--- src/rtl/scalar_issue_if.sv ---
`default_nettype none
// scalar_issue_if: dispatch, status-table, writeback and issue-port signals of the scalar issue controller.
interface scalar_issue_if #(
  parameter int NFU  = 3,
  parameter int TAGW = 2
);
  localparam int IW = $clog2(NFU);

  logic                 disp_en;
  logic [IW-1:0]        disp_fu;
  logic [TAGW-1:0]      disp_t1;
  logic [TAGW-1:0]      disp_t2;
  logic [NFU*TAGW-1:0]  fust_t1;
  logic [NFU*TAGW-1:0]  fust_t2;
  logic [NFU-1:0]       fust_spec;
  logic                 flush;
  logic                 wb_valid;
  logic [TAGW-1:0]      wb_tag;
  logic                 iss_ready;
  logic [NFU-1:0]       fu_done;
  logic                 iss_valid;
  logic [IW-1:0]        iss_fu;
  logic [NFU-1:0]       busy_next;
  logic [NFU*TAGW-1:0]  t1_next;
  logic [NFU*TAGW-1:0]  t2_next;

  modport master (
    output disp_en, disp_fu, disp_t1, disp_t2, fust_t1, fust_t2, fust_spec,
           flush, wb_valid, wb_tag, iss_ready, fu_done,
    input  iss_valid, iss_fu, busy_next, t1_next, t2_next
  );

  modport slave (
    input  disp_en, disp_fu, disp_t1, disp_t2, fust_t1, fust_t2, fust_spec,
           flush, wb_valid, wb_tag, iss_ready, fu_done,
    output iss_valid, iss_fu, busy_next, t1_next, t2_next
  );
endinterface
`default_nettype wire

--- src/rtl/scalar_issue.sv ---
`default_nettype none
// scalar_issue: per-FU IDLE/WAIT/ISSUE/EXEC tracking, round-robin issue pick, next status-table values.
// Rev 1.0 -- optional macro ISSUE_WB_BYPASS_EN: writeback tag match wakes a row in the same cycle.
module scalar_issue #(
  parameter int NFU  = 3,
  parameter int TAGW = 2
) (
  input  logic          CLK,
  input  logic          nRST,
  scalar_issue_if.slave bus
);
  localparam int              IW      = $clog2(NFU);
  localparam logic [IW:0]     NFU_C   = (IW+1)'(NFU);
  localparam logic [IW-1:0]   LAST_FU = IW'(NFU - 1);

  typedef enum logic [1:0] {
    IDLE  = 2'd0,
    WAIT  = 2'd1,
    ISSUE = 2'd2,
    EXEC  = 2'd3
  } state_t;

  state_t              state    [NFU];
  state_t              state_nx [NFU];
  logic [IW-1:0]       rr;
  logic                offer_valid;
  logic [IW-1:0]       offer_fu;

  logic                offer_killed;
  logic                port_free;
  logic [NFU-1:0]      kill;
  logic [NFU-1:0]      disp_acc;
  logic [NFU-1:0]      elig;
  logic [NFU-1:0]      busy_nx;
  logic                sel_valid;
  logic [IW-1:0]       sel_fu;
  logic [IW:0]         idx;
  logic [NFU*TAGW-1:0] t1_nx;
  logic [NFU*TAGW-1:0] t2_nx;

  function automatic logic wb_hit(input logic [TAGW-1:0] tag, input logic wvalid,
                                  input logic [TAGW-1:0] wtag);
    return wvalid && (wtag != '0) && (tag == wtag);
  endfunction

  function automatic logic [TAGW-1:0] next_tag(input logic keep, input logic load,
                                               input logic [TAGW-1:0] dtag,
                                               input logic [TAGW-1:0] ftag,
                                               input logic wvalid,
                                               input logic [TAGW-1:0] wtag);
    logic [TAGW-1:0] t;
    t = load ? dtag : ftag;
    if (!keep || wb_hit(t, wvalid, wtag)) t = '0;
    return t;
  endfunction

  // A flushed offer frees nothing this cycle: the port only reopens once iss_valid has dropped.
  assign offer_killed = bus.flush && bus.fust_spec[offer_fu];
  assign port_free    = !offer_valid || (bus.iss_ready && !offer_killed);

  for (genvar g = 0; g < NFU; g++) begin : g_row
    logic [TAGW-1:0] ft1;
    logic [TAGW-1:0] ft2;
    logic [TAGW-1:0] e1;
    logic [TAGW-1:0] e2;

    assign ft1 = bus.fust_t1[g*TAGW +: TAGW];
    assign ft2 = bus.fust_t2[g*TAGW +: TAGW];
`ifdef ISSUE_WB_BYPASS_EN
    assign e1 = wb_hit(ft1, bus.wb_valid, bus.wb_tag) ? '0 : ft1;
    assign e2 = wb_hit(ft2, bus.wb_valid, bus.wb_tag) ? '0 : ft2;
`else
    assign e1 = ft1;
    assign e2 = ft2;
`endif

    assign kill[g]     = bus.flush && bus.fust_spec[g];
    assign disp_acc[g] = bus.disp_en && (bus.disp_fu == IW'(g)) && !kill[g] &&
                         ((state[g] == IDLE) || ((state[g] == EXEC) && bus.fu_done[g]));
    assign elig[g]     = (state[g] == WAIT) && (e1 == '0) && (e2 == '0) &&
                         port_free && !kill[g];
    assign busy_nx[g]  = nRST && (state_nx[g] != IDLE);

    assign t1_nx[g*TAGW +: TAGW] = next_tag(busy_nx[g], disp_acc[g], bus.disp_t1, ft1,
                                            bus.wb_valid, bus.wb_tag);
    assign t2_nx[g*TAGW +: TAGW] = next_tag(busy_nx[g], disp_acc[g], bus.disp_t2, ft2,
                                            bus.wb_valid, bus.wb_tag);
  end

  // Round-robin scan starting at rr, wrapping modulo NFU.
  always_comb begin
    sel_valid = 1'b0;
    sel_fu    = '0;
    idx       = '0;
    for (int k = 0; k < NFU; k++) begin
      idx = {1'b0, rr} + (IW+1)'(k);
      if (idx >= NFU_C) idx = idx - NFU_C;
      if (!sel_valid && elig[idx[IW-1:0]]) begin
        sel_valid = 1'b1;
        sel_fu    = idx[IW-1:0];
      end
    end
  end

  always_comb begin
    for (int i = 0; i < NFU; i++) begin
      state_nx[i] = state[i];
      if (kill[i]) begin
        state_nx[i] = IDLE;
      end else begin
        case (state[i])
          IDLE:    if (disp_acc[i]) state_nx[i] = WAIT;
          WAIT:    if (sel_valid && (sel_fu == IW'(i))) state_nx[i] = ISSUE;
          ISSUE:   if (bus.iss_ready && offer_valid && (offer_fu == IW'(i))) state_nx[i] = EXEC;
          EXEC:    if (bus.fu_done[i]) state_nx[i] = disp_acc[i] ? WAIT : IDLE;
          default: state_nx[i] = IDLE;
        endcase
      end
    end
  end

  always_ff @(posedge CLK or negedge nRST) begin
    if (!nRST) begin
      for (int i = 0; i < NFU; i++) state[i] <= IDLE;
      rr          <= '0;
      offer_valid <= 1'b0;
      offer_fu    <= '0;
    end else begin
      for (int i = 0; i < NFU; i++) state[i] <= state_nx[i];
      if (sel_valid) begin
        offer_valid <= 1'b1;
        offer_fu    <= sel_fu;
        rr          <= (sel_fu == LAST_FU) ? '0 : sel_fu + 1'b1;
      end else if (offer_valid && (bus.iss_ready || offer_killed)) begin
        offer_valid <= 1'b0;
      end
    end
  end

  assign bus.iss_valid = offer_valid;
  assign bus.iss_fu    = offer_fu;
  assign bus.busy_next = busy_nx;
  assign bus.t1_next   = t1_nx;
  assign bus.t2_next   = t2_nx;

endmodule
`default_nettype wire

--- src/flat_wrapper.sv ---
// flat-port wrapper written by rule: the top's interface ports become plain ports
module scalar_issue_flat 
#(
  parameter int NFU  = 3,
  parameter int TAGW = 2
)
  (CLK, nRST, bus_disp_en, bus_disp_fu, bus_disp_t1, bus_disp_t2, bus_fust_t1, bus_fust_t2, bus_fust_spec, bus_flush, bus_wb_valid, bus_wb_tag, bus_iss_ready, bus_fu_done, bus_iss_valid, bus_iss_fu, bus_busy_next, bus_t1_next, bus_t2_next);
  scalar_issue_if #(.NFU(NFU), .TAGW(TAGW)) bus_i ();
  input  logic CLK;
  input  logic nRST;
  input wire logic [$bits(bus_i.disp_en)-1:0] bus_disp_en;
  input wire logic [$bits(bus_i.disp_fu)-1:0] bus_disp_fu;
  input wire logic [$bits(bus_i.disp_t1)-1:0] bus_disp_t1;
  input wire logic [$bits(bus_i.disp_t2)-1:0] bus_disp_t2;
  input wire logic [$bits(bus_i.fust_t1)-1:0] bus_fust_t1;
  input wire logic [$bits(bus_i.fust_t2)-1:0] bus_fust_t2;
  input wire logic [$bits(bus_i.fust_spec)-1:0] bus_fust_spec;
  input wire logic [$bits(bus_i.flush)-1:0] bus_flush;
  input wire logic [$bits(bus_i.wb_valid)-1:0] bus_wb_valid;
  input wire logic [$bits(bus_i.wb_tag)-1:0] bus_wb_tag;
  input wire logic [$bits(bus_i.iss_ready)-1:0] bus_iss_ready;
  input wire logic [$bits(bus_i.fu_done)-1:0] bus_fu_done;
  output wire logic [$bits(bus_i.iss_valid)-1:0] bus_iss_valid;
  output wire logic [$bits(bus_i.iss_fu)-1:0] bus_iss_fu;
  output wire logic [$bits(bus_i.busy_next)-1:0] bus_busy_next;
  output wire logic [$bits(bus_i.t1_next)-1:0] bus_t1_next;
  output wire logic [$bits(bus_i.t2_next)-1:0] bus_t2_next;
  assign bus_i.disp_en = bus_disp_en;
  assign bus_i.disp_fu = bus_disp_fu;
  assign bus_i.disp_t1 = bus_disp_t1;
  assign bus_i.disp_t2 = bus_disp_t2;
  assign bus_i.fust_t1 = bus_fust_t1;
  assign bus_i.fust_t2 = bus_fust_t2;
  assign bus_i.fust_spec = bus_fust_spec;
  assign bus_i.flush = bus_flush;
  assign bus_i.wb_valid = bus_wb_valid;
  assign bus_i.wb_tag = bus_wb_tag;
  assign bus_i.iss_ready = bus_iss_ready;
  assign bus_i.fu_done = bus_fu_done;
  assign bus_iss_valid = bus_i.iss_valid;
  assign bus_iss_fu = bus_i.iss_fu;
  assign bus_busy_next = bus_i.busy_next;
  assign bus_t1_next = bus_i.t1_next;
  assign bus_t2_next = bus_i.t2_next;
  scalar_issue #(.NFU(NFU), .TAGW(TAGW)) u_core (.CLK(CLK), .nRST(nRST), .bus(bus_i));
endmodule
--- config.mk ---
export PLATFORM = sky130hd
export DESIGN_NAME = scalar_issue_flat
export DESIGN_NICKNAME = d
export VERILOG_FILES = /design/src/rtl/scalar_issue_if.sv /design/src/rtl/scalar_issue.sv /design/src/flat_wrapper.sv
export SDC_FILE = /design/constraint.sdc
export NUM_CORES = 1
export LEC_CHECK = 0
export ABC_AREA = 1
export BUFFER_PORTS_ARGS = -buffer_cell sky130_fd_sc_hd__buf_2
export CAP_MARGIN = 10
export CORE_UTILIZATION = 54
export DETAILED_ROUTE_END_ITERATION = 16
export PLACE_DENSITY_LB_ADDON = 0.08
export SYNTH_ARGS = -nofsm -noshare
export SYNTH_HDL_FRONTEND = slang
export SYNTH_SLANG_ARGS = --single-unit
--- constraint.sdc ---
create_clock -name CLK -period 3.75 [get_ports CLK]
set_clock_uncertainty 0.05 [all_clocks]
set_input_delay 0.5625 -clock CLK [delete_from_list [all_inputs] [get_ports CLK]]
set_output_delay 0.5625 -clock CLK [all_outputs]
set_load 0.02 [all_outputs]
### Yosys cells after proc, flatten, opt, wreduce, memory -nomap -nowiden

Index checks and enable logic that the tools add are counted.

| operators by class | value |
|---|---|
| $add $sub $neg | 6 |
| order comparisons | 7 |
| eq/ne operators | 21 |
| muxes and demuxes | 53 |
| reduce and logical (&&, ||, !) cells | 87 |

Operator list:

| kind | number |
|---|---|
| $mux 2 | 34 |
| $logic_and 1x1->1 | 49 |
| $logic_not 2->1 | 12 |
| $pmux 2 s4 | 3 |
| $eq 2x2->1 const B | 9 |
| $eq 2x1->1 const B | 6 |
| $eq 2x2->1 | 6 |
| $lt 2x3->1 const B | 4 |
| $mux 1 | 12 |
| $logic_or 1x1->1 | 11 |
| $logic_not 1->1 | 10 |
| $reduce_bool 2->1 | 5 |
| $bmux 1 s2 | 4 |
| $ge 3x2->1 const B | 2 |
| $sub 2x2->2 const B | 3 |
| $add 2x1->3 const B | 1 |
| $add 2x2->3 const B | 1 |
| $add 2x1->2 const B | 1 |
| $ge 2x2->1 const B | 1 |

| storage, ports and cells | value |
|---|---|
| bits in registers | 11 |
| bits of input ports | 32 |
| output and inout bits | 18 |
| logic and storage cells | 180 |

### Logic depth before layout (Yosys ltp)

| depth | value |
|---|---|
| depth after elaboration | 27 |
| gate-level depth with buffers | 19 |
| mapped depth without buffers | 19 |

### Worst setup path before layout

Ideal clock, no wire load.

| timing | value |
|---|---|
| path type | input-to-output |
| start | in bus_fust_spec[2] |
| end | out bus_t1_next[4] |
| arrival time | 2.452 ns |
| required time | 3.137 ns |
| path slack | 0.686 ns |
| stages | 17 |
| buffers on the path | 0 |
| cell sequence | nand2_1 inv_1 nand2_1 nand3_2 o21ai_2 nand3_1 nand2_1 nand2_2 nand3_1 nand2_1 nor2_2 nand2_2 nand2_2 o21ai_2 a21oi_2 nand2_1 nor2_1 |

| between the ends | value |
|---|---|
| longest elaborated chain between the ends | 27 |
| elaborated cells between the ends (all ways) | 48 |
| classes of those cells | 2 x eq/ne; 22 x mux; 24 x reduce/logical |

RTL lines:

| what | line | RTL |
|---|---|---|
| from (decl) | flat_wrapper.sv:17 | `input wire logic [$bits(bus_i.fust_spec)-1:0] bus_fust_spec;` |
| $bmux 1 s2 | scalar_issue.sv:58 | `assign offer_killed = bus.flush && bus.fust_spec[offer_fu];` |
| $mux 1 (not written as such) | scalar_issue.sv:58 |  |
| $logic_and 1x1->1 | scalar_issue.sv:58 |  |
| $logic_not 1->1 | scalar_issue.sv:59 | `assign port_free = !offer_valid \|\| (bus.iss_ready && !offer_killed);` |
| $logic_and 1x1->1 | scalar_issue.sv:59 |  |
| $logic_or 1x1->1 | scalar_issue.sv:59 |  |
| $logic_and 1x1->1 | scalar_issue.sv:80 | `assign elig[g] = (state[g] == WAIT) && (e1 == '0) && (e2 == '0) &&` |
| $logic_and 1x1->1 | scalar_issue.sv:81 | `port_free && !kill[g];` |
| [... 12 more ...] | n/a |  |
| $pmux 2 s4 | scalar_issue.sv:111 | `case (state[i])` |
| $mux 2 (*) | scalar_issue.sv:108 | `if (kill[i]) begin` |
| $reduce_bool 2->1 (*) | scalar_issue.sv:82 | `assign busy_nx[g] = nRST && (state_nx[g] != IDLE);` |
| $logic_and 1x1->1 (*) | scalar_issue.sv:82 |  |
| net bus_busy_next[2] | flat_wrapper.sv:25 | `output wire logic [$bits(bus_i.busy_next)-1:0] bus_busy_next;` |
| $logic_not 1->1 (*) | scalar_issue.sv:53 | `if (!keep \|\| wb_hit(t, wvalid, wtag)) t = '0;` |
| $logic_or 1x1->1 (*) | scalar_issue.sv:53 |  |
| $mux 2 (*) | scalar_issue.sv:53 |  |
| to (decl) | flat_wrapper.sv:26 | `output wire logic [$bits(bus_i.t1_next)-1:0] bus_t1_next;` |

Mark *: on every way through the listed nets, which the timed path passes. The rest lies on a longest branch. The select of a mux whose other input is x is not followed.

### Final worst setup path

| timing | value |
|---|---|
| start | in bus_flush |
| end | out bus_t2_next[0] |

| between the ends | value |
|---|---|
| longest elaborated chain between the ends | 25 |
| elaborated cells between the ends (all ways) | 50 |
| classes of those cells | 1 x eq/ne; 20 x mux; 29 x reduce/logical |

RTL lines:

| what | line | RTL |
|---|---|---|
| from (decl) | flat_wrapper.sv:18 | `input wire logic [$bits(bus_i.flush)-1:0] bus_flush;` |
| $logic_and 1x1->1 | scalar_issue.sv:58 |  |
| $logic_not 1->1 | scalar_issue.sv:59 |  |
| $logic_and 1x1->1 | scalar_issue.sv:59 |  |
| $logic_or 1x1->1 | scalar_issue.sv:59 |  |
| $logic_and 1x1->1 | scalar_issue.sv:80 |  |
| $logic_and 1x1->1 | scalar_issue.sv:81 |  |
| $bmux 1 s2 | scalar_issue.sv:98 | `if (!sel_valid && elig[idx[IW-1:0]]) begin` |
| $mux 1 (not written as such) | scalar_issue.sv:98 |  |
| [... 9 more ...] | n/a |  |
| $mux 2 | scalar_issue.sv:113 | `WAIT: if (sel_valid && (sel_fu == IW'(i))) state_nx[i] = ISSUE;` |
| $pmux 2 s4 | scalar_issue.sv:111 |  |
| $mux 2 | scalar_issue.sv:108 |  |
| $reduce_bool 2->1 | scalar_issue.sv:82 |  |
| $logic_and 1x1->1 | scalar_issue.sv:82 |  |
| $logic_not 1->1 | scalar_issue.sv:53 |  |
| $logic_or 1x1->1 | scalar_issue.sv:53 |  |
| $mux 2 (*) | scalar_issue.sv:53 |  |
| to (decl) | flat_wrapper.sv:27 | `output wire logic [$bits(bus_i.t2_next)-1:0] bus_t2_next;` |

Mark *: on every way between the ends. The rest lies on a longest branch, timed or not. The select of a mux whose other input is x is not followed.

==> impl_metrics.json <==
{
  "share_of_layout_cells_above_drive_strength_1_pct": 25.4,
  "clock_path_buffers": 2,
  "setup_tns_ns": 0,
  "synth_nets": 266,
  "io-pin-count": 50,
  "grt-ovfl-total": 0,
  "synthesis.area_mm2": 0.00137,
  "grt_start_max_net_pins": 15,
  "synth-seq-cells": 11,
  "synth-async-reset-ratio_pct": 100,
  "detail-route-antenna-nets": 0,
  "worst_hold_path_type": "in -> async",
  "gp_congestion": 0.870,
  "final_core_util_pct": 72.8,
  "cts.sinks": 11,
  "final-hold-violation-count": 0,
  "netlist_instances": 232,
  "layout_min_cycle_time_ns": 3.31,
  "maxClockFrequency_mhz": 302,
  "cp_capture_type": "output port",
  "first_global_vias": 1323,
  "cts_resized": 0,
  "worst-endpoint-arrival_ns": 2.70,
  "clk_pin_slew_ns": 0.07,
  "ys.flop_type": "dfrtp_1",
  "h_tree_lvls": 1,
  "finalCritPeriodShare_pct": 88.2,
  "timing.final.max_slew_violations": 0,
  "outcome": "finished clean",
  "chipHeight_um": 52.4,
  "detail_route.vias_per_cell": 5.22,
  "dp_hpwl_mm": 2.99,
  "synthToLayoutAreaGrowth_pct": 21.8,
  "syn_avg_cell_area_um2": 5.92,
  "drv_cap": 0,
  "drc": 0,
  "cts_bufs_inserted": 3,
  "post-place-ws_ns": 0.475,
  "cp_max_fo": 5,
  "holdBufCountCts": 0,
  "timing.setup.critical_path_class": "in -> out",
  "die_footprint_mm2": 0.00275,
  "worst_skew_pair.late_latency_ns": 0.27,
  "setup_ws_ns": 0.441,
  "dr_total_vias": 1624,
  "yosys-top-cells-area": "dfrtp_1 (20%), nand2_1 (13%), inv_1 (11%), nand3_1 (11%), xor2_1 (7.7%)",
  "dr.pass1.iters": 4,
  "total_wire_length_mm": 3.52,
  "detailedRoute.firstIterationViolations": 49,
  "cts.root.buffer_cell": "clkbuf_4",
  "design.final.nets": 318,
  "worstPathRequired_ns": 3.14,
  "part_of_the_yosys_area_used_for_sequential_elements_pct": 20.1,
  "synth_top_cell_by_area": "dfrtp_1",
  "wire_length_of_the_first_global_routing_pass_mm": 5.68,
  "initial_core_util_pct": 59.7,
  "die_width_um": 52.4,
  "yosysMostFrequentCell": "nand2_1",
  "rows": 17,
  "p_leak_nw": 1.02,
  "tightestPinTransition_ns": 0.380,
  "report.final.setup_viol": 0,
  "peakVddDrop_mv": 0.462,
  "tritoncts": "done",
  "globalRouteTotalUtil_pct": 27.9,
  "number_of_antenna_violations_at_the_first_check_in_global_routing": 0,
  "relSlewSlack_pct": 74.5,
  "routed_wire_length_per_instance_um": 11.3,
  "port_buffers": 49,
  "synth.yosys.warnings": 0,
  "rsz0062_at_grt": "no",
  "start_kind": "input port",
  "power_density_of_the_placed_cells_mw_per_mm2": 571,
  "yosys.area.top_type_share_pct": 20.1,
  "synth_enable_flop_cells": 0,
  "synth_top_cells_by_count": "nand2_1 (46), inv_1 (42), nand3_1 (31)",
  "post_cts_setup_repair_bufs": 0,
  "yosysUniqueCellTypes": 24,
  "floorplan_core_area_mm2": 0.00230,
  "finalPower_w": 0.000955,
  "insertedDiodeCount": 0
}
[layer usage]
layer / routed length (um) / GRT usage (%) / vias to the layer above / share of wire, %
met5: 0 / 0 / - / 0
met4: 14 / 3.95 / 0 / 0.40
met3: 221 / 5.22 / 4 / 6.3
met2: 1740 / 50.6 / 63 / 50
met1: 1540 / 34.3 / 709 / 44
li1: - / - / 848 / -
[layout make-up]
class	instances	area (um^2)
multi-input cells	175	925
repair buffers	49	245
well taps	28	35.0
inverters	44	165
flip-flops and latches	11	275
clock buffers	4	26.3
fillers	224	626
[worst paths after layout]
path	startpoint	end	slack, ns	cells after the start
max in group asynchronous	nRST	u_core.state[1]	3.31	1
min in group CLK	u_core.rr[1]	u_core.rr[1]	0.54	2
min	nRST	u_core.bus.iss_fu[1]	0.11	1
min reg2reg	u_core.rr[1]	u_core.rr[1]	0.54	2
max	bus_flush	bus_t2_next[0]	0.44	19
max reg2reg	u_core.state[1]	u_core.state[4]	1.53	14
[cell usage in the layout, fill, tap and decap left out]
master and n:
buf_2 49, nand2_1 46, inv_1 42, nand3_1 31, nor2_1 26, o21ai_0 18
xor2_1 12, dfrtp_1 11, nand4_1 10, nand2_2 9, a21oi_1 3, clkbuf_4 3
inv_2 2, nand3_2 2, o21ai_2 2, nor2_2 2, nor3_1 2, a31oi_1 2
a21oi_2 2, mux2i_1 2, ha_1 2, nand2_4 1, o21a_1 1, a211oi_1 1
a41oi_1 1, clkbuf_1 1
[cell families after synthesis]
kind of cell,synth area share (%)
buffers and inverters,12.6
and+or+nand+nor,43.6
AOI/OAI and AO/OA,12.9
adders and majority gates,1.82
muxes,1.46
xor gates and xnor gates,7.66
DFF,20.1
[power by group]
| part | internal [W] | switching, W | total (W) | leakage [nW] |
|---|---|---|---|---|
| combinational | 0.000210 | 0.000448 | 0.000658 | 0.864 |
| clock | 0.0000413 | 0.0000401 | 0.0000813 | 0.0150 |
| sequential | 0.000166 | 0.0000493 | 0.000215 | 0.142 |
[per-stage QoR]
step	cell area [um^2]	std cells	hold WS (ns)
3_5_place_dp	1650	307	0.411
6_report	1670	311	0.110
5_1_grt	1670	311	0.131
3_3_place_gp	1650	307	0.407
2_1_floorplan	1370	232	0.217
4_1_cts	1670	311	0.117
[registers in the layout, summed over array words and instances (netlist names)]
signal                count
u_core.bus.iss_fu         2
u_core.bus.iss_valid      1
u_core.rr                 2
u_core.state              6
[worst max-delay path, stage by stage]
cell and delay, ns:
buf_2 0.12, nand2_1 0.09, inv_1 0.08, nand2_1 0.08
nand3_2 0.12, o21ai_2 0.21, nand3_1 0.09, nand2_1 0.09
nand2_2 0.09, nand3_1 0.09, nand2_1 0.06, nor2_2 0.20
nand3_1 0.14, nand2_2 0.10, nand3_2 0.09, nand2_2 0.09
nand3_1 0.10, nor2_1 0.12, buf_2 0.17
No activity file was read; power rests on OpenSTA's default activity.
